<file path="config.mk">
export PLATFORM = sky130hd
export DESIGN_NAME = uart_tx_frame_gen
export DESIGN_NICKNAME = d
export VERILOG_FILES = /design/src/rtl/arch_defs_pkg.sv /design/src/rtl/uart_baud_counter.sv /design/src/rtl/uart_tx_frame_gen.sv
export SDC_FILE = /design/constraint.sdc
export NUM_CORES = 1
export LEC_CHECK = 0
export CAP_MARGIN = 40
export CORE_MARGIN = 1
export CORE_UTILIZATION = 40
export CTS_CLUSTER_SIZE = 10
export DETAILED_ROUTE_END_ITERATION = 10
export PLACE_DENSITY = 0.75
export REMOVE_ABC_BUFFERS = 1
export SYNTH_ARGS = -nofsm -noshare
export SYNTH_HDL_FRONTEND = slang
export SYNTH_SLANG_ARGS = --single-unit
</file>
<file path="constraint.sdc">
create_clock -name clk -period 1.65 [get_ports clk]
set_input_delay 0.4125 -clock clk [delete_from_list [all_inputs] [get_ports clk]]
set_output_delay 0.4125 -clock clk [all_outputs]
set_load 0.02 [all_outputs]
</file>
<file path="src/rtl/arch_defs_pkg.sv">
// Architecture-wide definitions shared by the SAP-2 computer blocks.
package arch_defs_pkg;

  localparam int DATA_WIDTH = 8;

endpackage

</file>
<file path="src/rtl/uart_baud_counter.sv">
// Bit-period counter: counts 0..CLKS_PER_BIT-1 and pulses tick for one cycle at terminal count.
module uart_baud_counter #(
  parameter int CLKS_PER_BIT = 208
) (
  input  logic clk,
  input  logic reset,
  input  logic clear,
  input  logic enable,
  output logic tick
);

  localparam int CW = (CLKS_PER_BIT > 2) ? $clog2(CLKS_PER_BIT) : 1;
  localparam logic [CW-1:0] LAST = CW'(CLKS_PER_BIT - 1);

  logic [CW-1:0] cnt;

  // Decoded from the registered count, so the tick is clean and clear always wins.
  assign tick = enable && !clear && (cnt == LAST);

  always_ff @(posedge clk or negedge reset) begin
    if (!reset) begin
      cnt <= '0;
    end else if (clear) begin
      cnt <= '0;
    end else if (enable) begin
      cnt <= tick ? '0 : cnt + 1'b1;
    end
  end

endmodule

</file>
<file path="src/rtl/uart_tx_frame_gen.sv">
// 8N1 UART transmitter, LSB first, line idles high; optional forced-low stop bit
// lets a receiver's frame-error path be exercised.
module uart_tx_frame_gen
  import arch_defs_pkg::*;
#(
  parameter int CLOCK_SPEED = 2_000_000,
  parameter int BAUD_RATE   = 9600
) (
  input  logic                  clk,
  input  logic                  reset,
  input  logic [DATA_WIDTH-1:0] tx_parallel_data_in,
  input  logic                  tx_strobe_start,
  input  logic                  tx_force_frame_error,
  output logic                  tx_strobe_busy,
  output logic                  tx_serial_data_out,
  output logic [1:0]            tx_state_dbg
);

  localparam int CLKS_PER_BIT = CLOCK_SPEED / BAUD_RATE;
  localparam int IDX_W        = $clog2(DATA_WIDTH);
  localparam logic [IDX_W-1:0] LAST_BIT = IDX_W'(DATA_WIDTH - 1);

  if (CLKS_PER_BIT < 2) begin : g_bad_baud
    $error("uart_tx_frame_gen: CLOCK_SPEED / BAUD_RATE must be at least 2");
  end

  typedef enum logic [1:0] {IDLE, START, DATA, STOP} state_t;

  state_t                  state;
  logic [DATA_WIDTH-1:0]   shift_q;
  logic [IDX_W-1:0]        bit_idx;
  logic                    err_q;
  logic                    baud_tick;

  assign tx_state_dbg = state;

  // The counter is held at zero while idle, so the accepting edge starts a full bit period.
  uart_baud_counter #(
    .CLKS_PER_BIT(CLKS_PER_BIT)
  ) u_baud (
    .clk   (clk),
    .reset (reset),
    .clear (state == IDLE),
    .enable(1'b1),
    .tick  (baud_tick)
  );

  always_ff @(posedge clk or negedge reset) begin
    if (!reset) begin
      state              <= IDLE;
      shift_q            <= '0;
      bit_idx            <= '0;
      err_q              <= 1'b0;
      tx_serial_data_out <= 1'b1;
      tx_strobe_busy     <= 1'b0;
    end else begin
      case (state)
        IDLE: begin
          if (tx_strobe_start) begin
            shift_q            <= tx_parallel_data_in;
            err_q              <= tx_force_frame_error;
            tx_serial_data_out <= 1'b0;
            tx_strobe_busy     <= 1'b1;
            state              <= START;
          end
        end
        START: begin
          if (baud_tick) begin
            tx_serial_data_out <= shift_q[0];
            shift_q            <= shift_q >> 1;
            bit_idx            <= '0;
            state              <= DATA;
          end
        end
        DATA: begin
          if (baud_tick) begin
            if (bit_idx == LAST_BIT) begin
              tx_serial_data_out <= ~err_q;
              state              <= STOP;
            end else begin
              tx_serial_data_out <= shift_q[0];
              shift_q            <= shift_q >> 1;
              bit_idx            <= bit_idx + 1'b1;
            end
          end
        end
        STOP: begin
          // A strobe arriving on this edge is ignored; it is taken on the next idle edge.
          if (baud_tick) begin
            tx_serial_data_out <= 1'b1;
            tx_strobe_busy     <= 1'b0;
            err_q              <= 1'b0;
            state              <= IDLE;
          end
        end
        default: begin
          state <= IDLE;
        end
      endcase
    end
  end

endmodule

</file>
==> flow_metrics.tcl, run 1 <==
set metrics [dict create \
    finalWeightedCongestion 0.8604 \
    rows 20 \
    post-route-period-util 1.085 \
    setup-tns-final_ns -1.525 \
    place_area_um2 1628 \
    p_int_mw 1.999 \
    grt_pass1_wl_um 3946 \
    combinationalPowerShare 0.619 \
    routedWlPerCell_um 12.49 \
    arrival_ns 2.00 \
    grt-ovfl-total 0 \
    ys_seq_area_frac 0.4634 \
    firstDrtPassIters 4 \
    yosysMostFrequentCell "dfrtp_1" \
    cp-start-kind "flop" \
    synth_area_um2 1299 \
    rrSetupSlack_ns -0.14 \
    cp_max_fo 8 \
    r2r_end "shift_q[6]$_DFFE_PN0P_" \
    max-slew-margin-rel 0.7815 \
    finalHoldViolations 0 \
    clock-root-buffer "clkbuf_4" \
    io_pins 16 \
    num_antenna_cells 0 \
    worst_clock_skew_ns 0.001233 \
    wirelength_um 2336 \
    drcViolationCount 0 \
    synth_cell_types 33 \
    async_flop_share 1.000 \
    drive_gt1_frac 0.4266 \
    yosys_register_bits 24 \
    syn_inst 105 \
    switching_share 0.3550 \
    p_leak_nw 0.7790 \
    powerDensity_nw_per_um2 1785 \
    status "finished with violations" \
    nets 164 \
    die_area_um2 3479 \
    rr_worst_depth 5 \
    violations "setup timing" \
    postRouteAntennaNets 0 \
    power.switching_mw 1.101 \
    grt_util_all_layers 0.1491 \
    yosys-top-cells-area "dfrtp_1 44%, mux2_2 15%, ha_1 7.7%" \
    finalSetupViolCount 13 \
    syn_area_per_cell_um2 12.37 \
    cts_tree "done" \
    coreArea_um2 3078 \
    dp_hpwl_um 1732 \
    hp-class "input port to async pin" \
    ys.flop_type "dfrtp_1" \
    clock_path_buffers 2 \
    clk_pin_slew_ns 0.13 \
    grt_max_degree 25 \
    setup_ws_ns -0.1411 \
    numCtsBuffers 3 \
    port_buffers 15 \
    die_w_um 58.98 \
    viasPerCell 4.989 \
    rsz0062_at_grt "true" \
    drv_slew 0 \
    irDropWorstVdd_v 0.001057 \
    clkPwrFrac 0.085 \
    first_global_vias 939 \
    post-route-min-period_ns 1.791 \
    maxCapViolations 0 \
    yosysTopAreaCell "dfrtp_1" \
    first_iter_violations 11 \
    synth_edf_count 0 \
    yosys_warnings 0 \
    numClockSinks 24 \
    worstReg2RegStart "u_baud.cnt[4]$_DFF_PN0_" \
    vias 933 \
    initial_utilization 0.4220 \
    max_freq_mhz 558.3 \
    htreeDepth 1 \
    critPathKind "flop to flop" \
    clock_latency_ns 0.30 \
    post-route-util 0.5642 \
    final_cell_area_um2 1737 \
    die_height_um 58.98 \
    yosys.area.top_type_share 0.4432 \
    ctsHoldBuffers 0 \
    synthTopCellsByCount "23 x dfrtp_1, 17 x mux2_2, 8 x ha_1" \
    p_seq_frac 0.296 \
    crit_required_ns 1.86 \
    end_kind "flop" \
    antenna_found_initial 0 \
    worstMarginPinSlew_ns 0.3261 \
    area_growth_pct 33.72 \
]
[worst max path at each step]
stage	start	to	slack (ns)	cells past startpoint
CTS	u_baud.cnt[4]$_DFF_PN0_	shift_q[4]$_DFFE_PN0P_	-0.16	5
floorplan	tx_state_dbg[0]$_DFFE_PN0P_	bit_idx[0]$_DFFE_PN0P_	-0.67	5
global placement	tx_strobe_start	tx_serial_data_out$_DFFE_PN1P_	-0.31	6
detailed placement	tx_strobe_start	tx_serial_data_out$_DFFE_PN1P_	-0.36	6
finish	u_baud.cnt[4]$_DFF_PN0_	shift_q[6]$_DFFE_PN0P_	-0.14	5
global route	u_baud.cnt[4]$_DFF_PN0_	shift_q[4]$_DFFE_PN0P_	-0.21	5
[stage by stage]
stage	worst slack (ns)	hold WS, ns	std cells	total power, mW
finish	-0.1411	0.4521	187	3.100
global route	-0.2055	0.4537	187	3.316
floorplan	-0.6669	0.1169	102	2.073
global placement	-0.3145	0.4823	180	2.547
CTS	-0.1613	0.4545	187	3.008
detailed placement	-0.3633	0.4930	180	2.637
[worst max-delay path, cell delays in order, from the launching register on]
cell and delay, ns:
dfrtp_1 0.40, or3b_4 0.41, nor4b_4 0.26, buf_4 0.18
o211ai_4 0.13, mux2_2 0.31
[metal layers]
| metal | track usage | share of wire | vias up |
|---|---|---|---|
| met5 | 0 | 0 | - |
| li1 | - | - | 453 |
| met4 | 0.04762 | 0 | 0 |
| met1 | 0.1804 | 0.45 | 456 |
| met3 | 0.02183 | 0.035 | 0 |
| met2 | 0.2711 | 0.51 | 24 |
[cells by family after synthesis]
kind of cell | synth area share
adder cells (fa/ha/maj) | 0.07707
flip-flops | 0.4634
multiplexers | 0.1667
AND/OR/NAND/NOR | 0.1310
XOR/XNOR | 0.04046
buffers and inverters | 0.02601
AO/OA/AOI/OAI | 0.09537
[registers in the layout, indices dropped and copies added, names as in the netlist]
| signal | cells |
|---|---|
| tx_state_dbg | 2 |
| bit_idx | 3 |
| shift_q | 8 |
| u_baud.cnt | 8 |
| tx_serial_data_out | 1 |
| err_q | 1 |
| tx_strobe_busy | 1 |
[cells in the final DEF (no fill, tap or decap), types with 2 or more instances in the layout]
cell type,netlist,routed
a21oi_1,3,3
clkbuf_4,0,3
xor2_1,5,5
dfrtp_1,23,23
nor2b_1,3,3
inv_2,0,2
and3_2,2,2
o22ai_1,2,2
buf_4,0,21
nor2_1,2,2
ha_2,0,3
o211ai_1,2,2
clkdlybuf4s50_1,0,11
mux2_4,1,2
clkdlybuf4s15_1,0,2
inv_1,4,2
a22o_1,2,2
nand2_1,2,2
ha_1,8,4
nor3_1,6,6
nand3_1,5,4
mux2_2,17,16
dlygate4sd2_1,0,2
[power groups by stage]
stage / logic (mW) / registers, mW / clock network, mW
6_report: 1.92 / 0.918 / 0.264
5_1_grt: 2.06 / 0.942 / 0.309
4_1_cts: 1.81 / 0.915 / 0.280
3_5_place_dp: 1.72 / 0.922 / 0
3_3_place_gp: 1.63 / 0.914 / 0
2_1_floorplan: 1.11 / 0.963 / 0
[timing repair]
action                                 4_1_cts  5_1_grt
endpoints found under the hold margin        0        0
buffers inserted                             3        0
pin swaps                                    3        4
resized for setup                           10       10
setup endpoints to repair                   18       14
[area by class of cell]
cell class                 count  area [um2]
fill                         285        1341
clock buffer                   4       26.28
multi-input combinational     74       721.9
inverter                       4       15.01
timing repair buffer          37       316.6
tap                           44       55.05
sequential                    24       601.8
(Power assumes the default switching activity.)
==> inputs of run 2 (changes only) <==
--- a/config.mk
+++ b/config.mk
@@ -8,6 +8,7 @@
 export CAP_MARGIN = 40
 export CORE_MARGIN = 1
 export CORE_UTILIZATION = 40
+export CTS_BUF_LIST = sky130_fd_sc_hd__clkbuf_8 sky130_fd_sc_hd__clkbuf_16
 export CTS_CLUSTER_SIZE = 10
 export DETAILED_ROUTE_END_ITERATION = 10
 export PLACE_DENSITY = 0.75
==> flow_metrics.tcl, run 2 (same netlist as run 1, synthesis figures left out) <==
set metrics [dict create \
    path_buf_inv 1 \
    clk_pin_slew_ns 0.08 \
    wl_met1_um 1082 \
    ctsHoldBuffers 0 \
    powerDensity_nw_per_um2 1808 \
    dp_hpwl_um 1732 \
    setup_ws_ns -0.1319 \
    worstReg2RegStart "u_baud.cnt[4]$_DFF_PN0_" \
    dr_wl_met3_um 72 \
    post-route-period-util 1.080 \
    wirelength_um 2336 \
    max_stage_delay_ns 0.41 \
    layout_commonest_cell "dfrtp_1" \
    instances_no_fill 187 \
    die_area_um2 3479 \
    cp-start-kind "flop" \
    rows 20 \
    rsz0062_at_grt "true" \
    critPathKind "flop to flop" \
    finalSetupViolCount 13 \
    drcViolationCount 0 \
    numCtsBuffers 3 \
    grt-ovfl-total 0 \
    area_growth_pct 34.97 \
    clock_path_buffers 2 \
    coreArea_um2 3078 \
    drv_slew 0 \
    irDropWorstVdd_v 0.001057 \
    crit_path_cell_trace "or3b_4 -> nor4b_4 -> buf_4 -> o211ai_4 -> mux2_2" \
    rr_worst_depth 5 \
    r2r_end "shift_q[6]$_DFFE_PN0P_" \
    rrSetupSlack_ns -0.13 \
    port_buffers 15 \
    cp_max_fo 8 \
    first_iter_violations 14 \
    status "finished with violations" \
    hp-class "input port to async pin" \
    finalHoldViolations 0 \
    cp_slowest_cell "or3b_4" \
    finalWeightedCongestion 0.8604 \
    preCtsSetupSlack_ns -0.3633 \
    path_depth 5 \
    power_mw 3.170 \
    numClockSinks 24 \
    drive_gt1_frac 0.4266 \
    place_area_um2 1628 \
    initial_utilization 0.4220 \
    violations "setup timing" \
    routedWlPerCell_um 12.49 \
    first_global_vias 942 \
    max_freq_mhz 561.2 \
    end_kind "flop" \
    placedCellCount 180 \
    p_leak_nw 0.7922 \
    crit_required_ns 1.80 \
    startpoint "u_baud.cnt[4]$_DFF_PN0_" \
    worst_clock_skew_ns 0.003229 \
    clock_latency_ns 0.26 \
    postRouteAntennaNets 0 \
    die_height_um 58.98 \
    grt_pass1_wl_um 3981 \
    clock-root-buffer "clkbuf_8" \
    layout_common_cells "23 x dfrtp_1, 21 x buf_4, 16 x mux2_2" \
    num_antenna_cells 0 \
    die_w_um 58.98 \
    endpoint "shift_q[6]$_DFFE_PN0P_" \
    io_pins 16 \
    crit_family "simple AND/OR/NAND/NOR gates" \
    antenna_found_initial 0 \
    final_cell_area_um2 1753 \
    cts_tree "done" \
    max-slew-margin-rel 0.7834 \
    grt_max_degree 25 \
    htreeDepth 1 \
    nets 164 \
    firstDrtPassIters 4 \
    maxCapViolations 0 \
    viasPerCell 5.021 \
    worstMarginPinSlew_ns 0.3233 \
    grt_util_all_layers 0.1520 \
    routed.top_layer "met4" \
    arrival_ns 1.94 \
    vias 939 \
    top_regs "shift_q (8), u_baud.cnt (8), bit_idx (3)" \
    post-route-min-period_ns 1.782 \
    wl_met2_um 1165 \
]
run 2: routing by layer:
layer	vias up	GRT usage
li1	452	-
met1	464	0.1849
met2	20	0.2711
met3	3	0.02838
met4	0	0.04762
met5	-	0
run 2: how the worst min path moves through the flow:
stage,from,endpoint,cells past startpoint
3_5_place_dp,shift_q[3]$_DFFE_PN0P_,shift_q[3]$_DFFE_PN0P_,1
6_report,reset,tx_state_dbg[0]$_DFFE_PN0P_,2
4_1_cts,shift_q[3]$_DFFE_PN0P_,shift_q[3]$_DFFE_PN0P_,1
2_1_floorplan,reset,bit_idx[0]$_DFFE_PN0P_,0
3_3_place_gp,shift_q[6]$_DFFE_PN0P_,shift_q[6]$_DFFE_PN0P_,1
5_1_grt,reset,u_baud.cnt[2]$_DFF_PN0_,2
run 2: stage by stage:
stage	hold WS (ns)	TNS, ns	util
global placement	0.4823	-2.693	0.5289
floorplan	0.1169	-11.22	-
finish	0.5065	-1.424	0.5695
detailed placement	0.4930	-3.115	0.5289
CTS	0.5123	-1.595	0.5602
global route	0.5294	-2.250	0.5695
run 2: worst register-to-register path, delay by kind of cell (launching register included):
kind | cells | cell delay (ns)
AND/OR/NAND/NOR | 2 | 0.67
flip-flops | 1 | 0.38
multiplexers | 1 | 0.31
buffers and inverters | 1 | 0.18
AO/OA/AOI/OAI | 1 | 0.13
run 2: where the power goes:
group,switching [mW],internal [mW],total [mW],leakage (nW)
registers,0.117,0.804,0.920,0.299
logic,0.806,1.10,1.90,0.466
clock network,0.181,0.166,0.347,0.0269
run 2: what timing repair did:
action / 4_1_cts / 5_1_grt
setup endpoints to repair: 18 / 14
gates resized for setup: 10 / 8
endpoints found under the hold margin: 0 / 0
pin swaps: 3 / 4
setup buffers: 3 / 0
run 2: final cells by class:
cell class,instances,area [um2]
inverter,4,15.01
tap,44,55.05
fill,279,1325
clock inverter,1,3.754
multi-input combinational,74,721.9
sequential,24,601.8
clock buffer,3,41.29
timing repair buffer,37,314.1
==> inputs of run 3 (changes only) <==
--- a/config.mk
+++ b/config.mk
@@ -8,10 +8,10 @@
 export CAP_MARGIN = 40
 export CORE_MARGIN = 1
 export CORE_UTILIZATION = 40
-export CTS_BUF_LIST = sky130_fd_sc_hd__clkbuf_8 sky130_fd_sc_hd__clkbuf_16
+export CTS_BUF_LIST = sky130_fd_sc_hd__clkbuf_16
 export CTS_CLUSTER_SIZE = 10
 export DETAILED_ROUTE_END_ITERATION = 10
-export PLACE_DENSITY = 0.75
+export PLACE_DENSITY = 0.73
 export REMOVE_ABC_BUFFERS = 1
 export SYNTH_ARGS = -nofsm -noshare
 export SYNTH_HDL_FRONTEND = slang
==> constraint.sdc (replaced) <==
create_clock -name clk -period 1.7 [get_ports clk]
set_input_delay 0.425 -clock clk [delete_from_list [all_inputs] [get_ports clk]]
set_output_delay 0.425 -clock clk [all_outputs]
set_load 0.02 [all_outputs]
==> flow_metrics.tcl, run 3 (same netlist as run 1, synthesis figures left out) <==
set metrics [dict create \
    coreArea_um2 3078 \
    initial_utilization 0.4220 \
    routedWlPerCell_um 13.37 \
    worst_clock_skew_ns 0.002967 \
    end_kind "flop" \
    layout_commonest_cell "buf_4" \
    vias 927 \
    grt_pass1_wl_um 4333 \
    first_global_vias 982 \
    grt_max_degree 25 \
    layout_common_cells "24 x buf_4, 23 x dfrtp_1, 17 x mux2_2" \
    place_area_um2 1658 \
    clock-root-buffer "clkbuf_16" \
    dp_hpwl_um 1838 \
    setup-tns-final_ns -0.9507 \
    status "finished with violations" \
    p_leak_nw 0.8348 \
    die_height_um 58.98 \
    drcViolationCount 0 \
    grt_util_all_layers 0.1667 \
    nets 167 \
    drv_slew 0 \
    grt-ovfl-total 0 \
    cp-start-kind "flop" \
    violations "setup timing" \
    clock_latency_ns 0.26 \
    irDropWorstVdd_v 0.001263 \
    clk_pin_slew_ns 0.06 \
    crit_required_ns 1.85 \
    instances_no_fill 190 \
    rows 20 \
    area_growth_pct 40.27 \
    max-slew-margin-rel 0.7578 \
    finalWeightedCongestion 0.8402 \
    port_buffers 15 \
    worstReg2RegStart "u_baud.cnt[4]$_DFF_PN0_" \
    ctsHoldBuffers 0 \
    first_iter_violations 27 \
    hp-class "flop to flop" \
    final_cell_area_um2 1822 \
    cts_tree "done" \
    firstDrtPassIters 4 \
    powerDensity_nw_per_um2 1850 \
    finalHoldViolations 0 \
    io_pins 16 \
    maxCapViolations 0 \
    hp-start "shift_q[3]$_DFFE_PN0P_" \
    rsz0062_at_grt "true" \
    drive_gt1_frac 0.4178 \
    critPathKind "flop to flop" \
    postRouteAntennaNets 0 \
    setup_ws_ns -0.09871 \
    cp_max_fo 8 \
    placedCellCount 184 \
    arrival_ns 1.94 \
    numCtsBuffers 3 \
    num_antenna_cells 0 \
    clock_path_buffers 2 \
    n_fill_cell 265 \
    post-route-min-period_ns 1.799 \
    top_regs "shift_q (8), u_baud.cnt (8), bit_idx (3)" \
    startpoint "u_baud.cnt[4]$_DFF_PN0_" \
    post-route-period-util 1.058 \
    wirelength_um 2541 \
    antenna_found_initial 0 \
    numClockSinks 24 \
    die_w_um 58.98 \
    viasPerCell 4.879 \
    worstMarginPinSlew_ns 0.3633 \
    die_area_um2 3479 \
    preCtsSetupSlack_ns -0.2888 \
    max_freq_mhz 556.0 \
    htreeDepth 1 \
    finalSetupViolCount 13 \
]
==> run 3: area by class of cell <==
class / count / area [um2] / area share
repair buffers: 40 / 340.3 / 0.1868
inverters: 4 / 15.01 / 0.008242
clock inverters: 1 / 30.03 / 0.01648
well taps: 44 / 55.05 / 0.03022
clock buffers: 3 / 75.07 / 0.04121
flip-flops and latches: 24 / 601.8 / 0.3304
multi-input cells: 74 / 704.4 / 0.3867
==> run 3: worst paths after layout <==
| path | to | slack, ns | depth (start not counted) |
|---|---|---|---|
| setup reg to reg | shift_q[2]$_DFFE_PN0P_ | -0.1 | 5 |
| max in group asynchronous | tx_serial_data_out$_DFFE_PN1P_ | 0.89 | 2 |
| min in group asynchronous | u_baud.cnt[4]$_DFF_PN0_ | 0.52 | 2 |
| setup / recovery | shift_q[2]$_DFFE_PN0P_ | -0.1 | 5 |
| hold reg to reg | shift_q[3]$_DFFE_PN0P_ | 0.51 | 1 |
| hold / removal | shift_q[3]$_DFFE_PN0P_ | 0.51 | 1 |
==> run 3: metrics by stage <==
stage	total power, mW	utilization	hold slack (ns)
final	3.371	0.5919	0.5077
after global routing	3.590	0.5919	0.5297
after CTS	3.271	0.5789	0.5071
after detailed placement	2.580	0.5386	0.4922
after global placement	2.490	0.5386	0.4848
after floorplan	2.012	-	0.1294
==> run 3: report_power, final <==
group,total [mW],internal [mW],switching [mW],leakage (nW)
clock network,0.679,0.468,0.211,0.0511
logic,1.80,1.01,0.788,0.485
registers,0.889,0.781,0.107,0.299
total,3.37,2.26,1.11,0.835
==> run 3: what timing repair did <==
| item | in CTS | in global routing |
|---|---|---|
| gates resized for setup | 5 | 9 |
| buffers inserted | 2 | 1 |
| pin swaps | 5 | 4 |
| setup endpoints to repair | 16 | 24 |
==> run 3: per-layer routing <==
metal | up-vias | part of all wire | GRT usage | wire length (um)
met2 | 22 | 0.51 | 0.2922 | 1291
met4 | 0 | 0.013 | 0.06122 | 32
met1 | 442 | 0.45 | 0.2056 | 1131
li1 | 460 | - | - | -
met5 | - | 0 | 0 | 0
met3 | 3 | 0.033 | 0.02838 | 85
==> run 3: worst max-delay path, cell delays in order (launching register included) <==
cell	delay, ns
dfrtp_1	0.37
or3b_4	0.41
nor4b_4	0.28
buf_4	0.18
o211ai_4	0.14
mux2_2	0.31
